<file path="src/rtl/sha3_pkg.sv">
// Shared constants, rate helper and feeder state encoding for the SHA-3 absorb front end.
package sha3_pkg;

    localparam int         KECCAK_WIDTH   = 1600;
    localparam logic [7:0] SHA3_PAD_FIRST = 8'h06;
    localparam logic [7:0] SHA3_PAD_LAST  = 8'h80;

    function automatic int rate(input int d);
        return KECCAK_WIDTH - 2 * d;
    endfunction

    typedef enum logic [1:0] {
        IDLE,
        FILL,
        PAD,
        WAIT_DONE
    } feeder_state_t;

endpackage

</file>
<file path="src/rtl/sha3_block_assembler.sv">
// Shifts message and pad bytes into a rate-sized block; first byte ends up in the top byte lane.
module sha3_block_assembler
    import sha3_pkg::*;
#(
    parameter  int R  = 1088,
    localparam int NB = R / 8,
    localparam int CW = $clog2(NB + 1)
) (
    input  logic         clk,
    input  logic         reset,
    input  logic         wr_byte,
    input  logic [7:0]   data,
    input  logic         wr_pad,
    input  logic         take,
    output logic         full,
    output logic         last_slot,
    output logic [R-1:0] block
);

    logic [R-1:0]  shreg;
    logic [CW-1:0] cnt;
    logic          pad_started;
    logic [7:0]    pad_byte;

    assign full      = (cnt == CW'(NB));
    assign last_slot = (cnt == CW'(NB - 1));
    assign block     = shreg;

    // A single pad byte that is both first and last merges to 8'h86.
    always_comb begin
        pad_byte = pad_started ? 8'h00 : SHA3_PAD_FIRST;
        if (last_slot) begin
            pad_byte = pad_byte | SHA3_PAD_LAST;
        end
    end

    always_ff @(posedge clk) begin
        if (reset) begin
            shreg       <= '0;
            cnt         <= '0;
            pad_started <= 1'b0;
        end else begin
            if (take) begin
                cnt <= '0;
            end else if (!full && (wr_byte || wr_pad)) begin
                shreg <= {shreg[R-9:0], (wr_byte ? data : pad_byte)};
                cnt   <= cnt + 1'b1;
            end
            if (wr_byte) begin
                pad_started <= 1'b0;
            end else if (wr_pad && !full) begin
                pad_started <= 1'b1;
            end
        end
    end

endmodule

</file>
<file path="src/rtl/sha3_absorb_feeder.sv">
// Byte-stream front end for keccak: assembles padded rate blocks and sequences reset/enable.
//   state     | meaning
//   IDLE      | waiting for the first byte of a message
//   FILL      | accepting message bytes
//   PAD       | inserting pad bytes until the final block is full
//   WAIT_DONE | final block absorbing, waiting for digest_valid
module sha3_absorb_feeder
    import sha3_pkg::*;
#(
    parameter  int d = 256,
    parameter  int s = 24,
    localparam int r = rate(d)
) (
    input  logic         clk,
    input  logic         reset,
    input  logic         in_valid,
    output logic         in_ready,
    input  logic [7:0]   in_byte,
    input  logic         in_last,
    output logic         core_reset,
    output logic         core_enable,
    output logic [r-1:0] core_message,
    output logic         digest_valid
);

    localparam int SCW = (s > 1) ? $clog2(s) : 1;

    feeder_state_t  state, state_nx;
    logic           rst_q;
    logic [SCW-1:0] sc;
    logic           final_q;
    logic           full, last_slot, wr_byte, wr_pad, take;
    logic [r-1:0]   block;

    sha3_block_assembler #(.R(r)) u_asm (
        .clk       (clk),
        .reset     (reset),
        .wr_byte   (wr_byte),
        .data      (in_byte),
        .wr_pad    (wr_pad),
        .take      (take),
        .full      (full),
        .last_slot (last_slot),
        .block     (block)
    );

    always_ff @(posedge clk) begin
        if (reset) begin
            state <= IDLE;
            rst_q <= 1'b1;
        end else begin
            state <= state_nx;
            rst_q <= 1'b0;
        end
    end

    // rst_q keeps in_ready low and core_reset high for the cycle right after reset.
    always_comb begin
        state_nx   = state;
        in_ready   = 1'b0;
        core_reset = rst_q;
        wr_byte    = 1'b0;
        wr_pad     = 1'b0;
        case (state)
            IDLE: begin
                in_ready = !rst_q;
                if (in_valid && in_ready) begin
                    wr_byte    = 1'b1;
                    core_reset = 1'b1;
                    state_nx   = in_last ? PAD : FILL;
                end
            end
            FILL: begin
                in_ready = !full;
                if (in_valid && in_ready) begin
                    wr_byte = 1'b1;
                    if (in_last) state_nx = PAD;
                end
            end
            PAD: begin
                if (!full) begin
                    wr_pad = 1'b1;
                    if (last_slot) state_nx = WAIT_DONE;
                end
            end
            WAIT_DONE: begin
                if (digest_valid) state_nx = IDLE;
            end
            default: state_nx = IDLE;
        endcase
    end

    assign take = full && (!core_enable || (sc == SCW'(s - 1)));

    // A block handed over while in WAIT_DONE is necessarily the padded final block.
    always_ff @(posedge clk) begin
        if (reset) begin
            core_message <= '0;
            core_enable  <= 1'b0;
            sc           <= '0;
            final_q      <= 1'b0;
            digest_valid <= 1'b0;
        end else begin
            digest_valid <= 1'b0;
            if (take) begin
                core_message <= block;
                core_enable  <= 1'b1;
                sc           <= '0;
                final_q      <= (state == WAIT_DONE);
            end else if (core_enable) begin
                if (sc != SCW'(s - 1)) begin
                    sc <= sc + 1'b1;
                end else if (final_q) begin
                    core_enable  <= 1'b0;
                    digest_valid <= 1'b1;
                    final_q      <= 1'b0;
                    sc           <= '0;
                end
            end
        end
    end

endmodule
</file>
<file path="config.mk">
export PLATFORM = sky130hd
export DESIGN_NAME = sha3_absorb_feeder
export DESIGN_NICKNAME = d
export VERILOG_FILES = /design/src/rtl/sha3_pkg.sv /design/src/rtl/sha3_block_assembler.sv /design/src/rtl/sha3_absorb_feeder.sv
export SDC_FILE = /design/constraint.sdc
export NUM_CORES = 2
export LEC_CHECK = 0
export ABC_AREA = 1
export BUFFER_PORTS_ARGS = -buffer_cell sky130_fd_sc_hd__clkbuf_2
export CAP_MARGIN = 20
export CORE_AREA = 2 2 427 429
export CTS_CLUSTER_DIAMETER = 120
export DETAILED_ROUTE_END_ITERATION = 12
export DIE_AREA = 0 0 429 431
export PLACE_DENSITY = 0.7
export SYNTH_ARGS = -nofsm -noshare
export SYNTH_HDL_FRONTEND = slang
export SYNTH_HIERARCHICAL = 1
export SYNTH_SLANG_ARGS = --single-unit
</file>
<file path="constraint.sdc">
create_clock -name clk -period 7.7 [get_ports clk]
set_input_delay 0.77 -clock clk [delete_from_list [all_inputs] [get_ports clk]]
set_output_delay 0.77 -clock clk [all_outputs]
set_load 0.03 [all_outputs]
</file>
==> reports/qor.yml <==
die:
  die_area_um2: 185000
  ios: 1104
  die_w_um: 429
  core-area_um2: 180000
  start_util: 0.459
  die_h_um: 431
  rows: 156
status:
  status: "finished clean"
logic_synthesis:
  async_flop_share: 0
  synth_edf_count: 0
  synth_warnings: 6
  ys_seq_area_frac: 0.532
  synth_ff_type: "dfxtp_1"
  ys_types: 26
  synth_fp_nets: 11800
  synthTopCellsByArea: "dfxtp_1 53%, nor2_1 20%, nand2_1 10%"
  synthesis.area_um2: 82700
  yosys.area.top_type: "dfxtp_1"
  ys_ff_latch: 2196
  netlist.area_leader.share: 0.532
  synth.avg_cell_area_um2: 6.99
  syn-instance-count: 11800
routing:
  viasPerCell: 4.70
  wl_per_cell_um: 15.7
  dr.first_iter.drc_count: 5974
  ant_nets: 0
  drt_wl_total_um: 236000
  vias: 70600
  drc: 0
  first_pass_iters: 6
cts:
  post_cts_resized: 0
  path_clk_slew_ns: 0.06
  numCtsBuffers: 219
  root_buffer: "clkbuf_16"
  htreeDepth: 4
  clk_latency_ns: 0.88
  postCtsSetupBuffers: 0
  cts.path.max_buffers: 3
  cts_sinks: 2196
  cts_tree: "yes"
  cts_hold_buf: 0
worst_setup_path:
  cp_slowest_stage_delay_ns: 0.65
  cp_data_required_time_ns: 8.42
  cp_slowest_cell: "buf_12"
  ff2ff_setup_slack_ns: 2.38
  cp_cell_sequence: "inv_1 -> ha_1 -> nand3_2 -> nor2_1 -> nand2_8 -> inv_16 -> inv_1 -> nand3_4 -> buf_12 -> buf_4 -> nand2_1 -> nand2_1 -> nor2_1"
  rr_worst_depth: 13
  cp-end-kind: "flop"
  cp_num_buf_inv: 5
  crit_fanout: 215
  start_kind: "flop"
  rr_startpoint: "u_asm/cnt[0]"
  crit_arrival_ns: 6.04
  path_class: "reg2reg"
  timing.rr.end: "u_asm/block[966]"
  cpLargestDelayFamily: "buffers and inverters"
place:
  dpl.hpwl_um: 156000
  gp_congestion: 0.877
  numPortBuffers: 1103
global_routing:
  grt_pass1_wl_um: 359000
  overflow: 0
  antenna_found_initial: 1
  grt_max_degree: 233
  grt_pass1_vias: 62500
  grt_usage: 0.243
pwr:
  ir_drop_v: 0.000351
  leakagePower_nw: 46.1
  power_density_nw_per_um2: 371
sta:
  setup_violations: 0
  slew_headroom: 0.226
  timing.final.crit_share: 0.690
  max_freq_mhz: 188
  tightest_slew_ns: 1.16
  clock_skew_ns: 0.0594
  finalHoldViolCount: 0
  period_needed_ns: 5.32
  whs_ns: 0.311
  tns_ns: 0
  finalMaxSlewViolations: 0
  rsz0062_at_grt: "no"
layout:
  drive_gt1_frac: 0.121
  fin_nets: 12500
  multi_input_area_um2: 30700
  area_growth_pct: 15.6
  fillCellCount: 17600
  layout_commonest_cell: "nor2_1"
  seq_area_um2: 44000
  most-common-layout-cells: "4380 x nor2_1, 2233 x nand2_1, 2196 x dfxtp_1"
hold_path:
  worstHoldPathCells: 1
  holdPathEnd: "rst_q"
  hold_start: "reset"
  hold_class: "in2reg"
job:
  maxCapViolCount: 0
## worst max path at each step
stage                             from               end  slack (ns)  cells after the start
after floorplan           u_asm/cnt[0]  u_asm/block[258]        4.86                     17
after global placement    u_asm/cnt[0]  u_asm/block[986]        2.48                     13
after detailed placement  u_asm/cnt[0]  u_asm/block[966]        2.39                     13
after CTS                 u_asm/cnt[0]  u_asm/block[966]        2.37                     13
after global routing      u_asm/cnt[0]  u_asm/block[978]        1.79                     13
final                     u_asm/cnt[0]  u_asm/block[966]        2.38                     13
## synth_stat cells, types with 2 or more instances
cell	number
clkbuf_1	350
ha_1	7
nand2_1	2233
nand3b_1	2
o21ai_1	10
inv_2	5
nor3_1	4
dfxtp_1	2196
nand2_4	2
nor2_2	2
inv_1	1125
nor2_1	4380
nand3_1	14
buf_4	64
buf_6	64
buf_2	249
buf_1	2
nand4_1	11
o21ai_0	1082
a21oi_1	15
xor2_1	2
## worst register-to-register path, stage by stage (launching register included)
cell	delay (ns)
dfxtp_1	0.33
inv_1	0.09
ha_1	0.16
nand3_2	0.09
nor2_1	0.64
nand2_8	0.58
inv_16	0.64
inv_1	0.36
nand3_4	0.56
buf_12	0.68
buf_4	0.81
nand2_1	0.16
nand2_1	0.09
nor2_1	0.04
## area by class of cell
| type | count | area share |
|---|---|---|
| repair buffers | 1168 | 0.0650 |
| well taps | 2370 | 0.0310 |
| multi-input cells | 7768 | 0.321 |
| inverters | 1131 | 0.0447 |
| clock buffers | 334 | 0.0683 |
| flip-flops and latches | 2196 | 0.460 |
| diodes | 1 | 0.0000262 |
| clock inverters | 66 | 0.00963 |
## per-layer routing
layer	GRT usage	part of all wire	wire, um
met1	0.312	0.43	101000
met2	0.386	0.46	108000
met3	0.0426	0.053	12500
met4	0.142	0.060	14200
met5	0	0	0
## report_power, final
group / total, mW / internal (mW) / switching [mW]
clock network: 10.9 / 6.33 / 4.59
registers: 15.7 / 13.7 / 1.97
logic: 8.88 / 2.98 / 5.90
## through the flow
step	std cells	area [um^2]	utilization	worst slack, ns	power, mW
global placement	14600	88100	0.489	2.48	24.4
CTS	15000	95600	0.531	2.37	35.6
detailed placement	14600	88100	0.489	2.39	24.6
finish	15000	95600	0.531	2.38	35.5
global route	15000	95600	0.531	1.79	38.1
floorplan	11800	82700	-	4.86	22.9
## logic make-up (layout without fill, tap and decap cells)
group | after synthesis | count (layout) | synth area share
AND/OR/NAND/NOR | 6650 | 6650 | 0.303
flip-flops | 2196 | 2196 | 0.532
buffers and inverters | 1860 | 2699 | 0.0969
AO/OA/AOI/OAI | 1109 | 1109 | 0.0672
adder cells (fa/ha/maj) | 7 | 7 | 0.00106
XOR/XNOR | 2 | 2 | 0.000212
other | 0 | 1 | 0
## flip-flops by register name, summed over array words and instances, names as in the netlist
| name | count |
|---|---|
| core_enable | 1 |
| core_message | 1088 |
| digest_valid | 1 |
| final_q | 1 |
| rst_q | 1 |
| sc | 5 |
| state | 2 |
| u_asm/block | 1088 |
| u_asm/cnt | 8 |
| u_asm/pad_started | 1 |
Power figures use the tool's default switching activity.
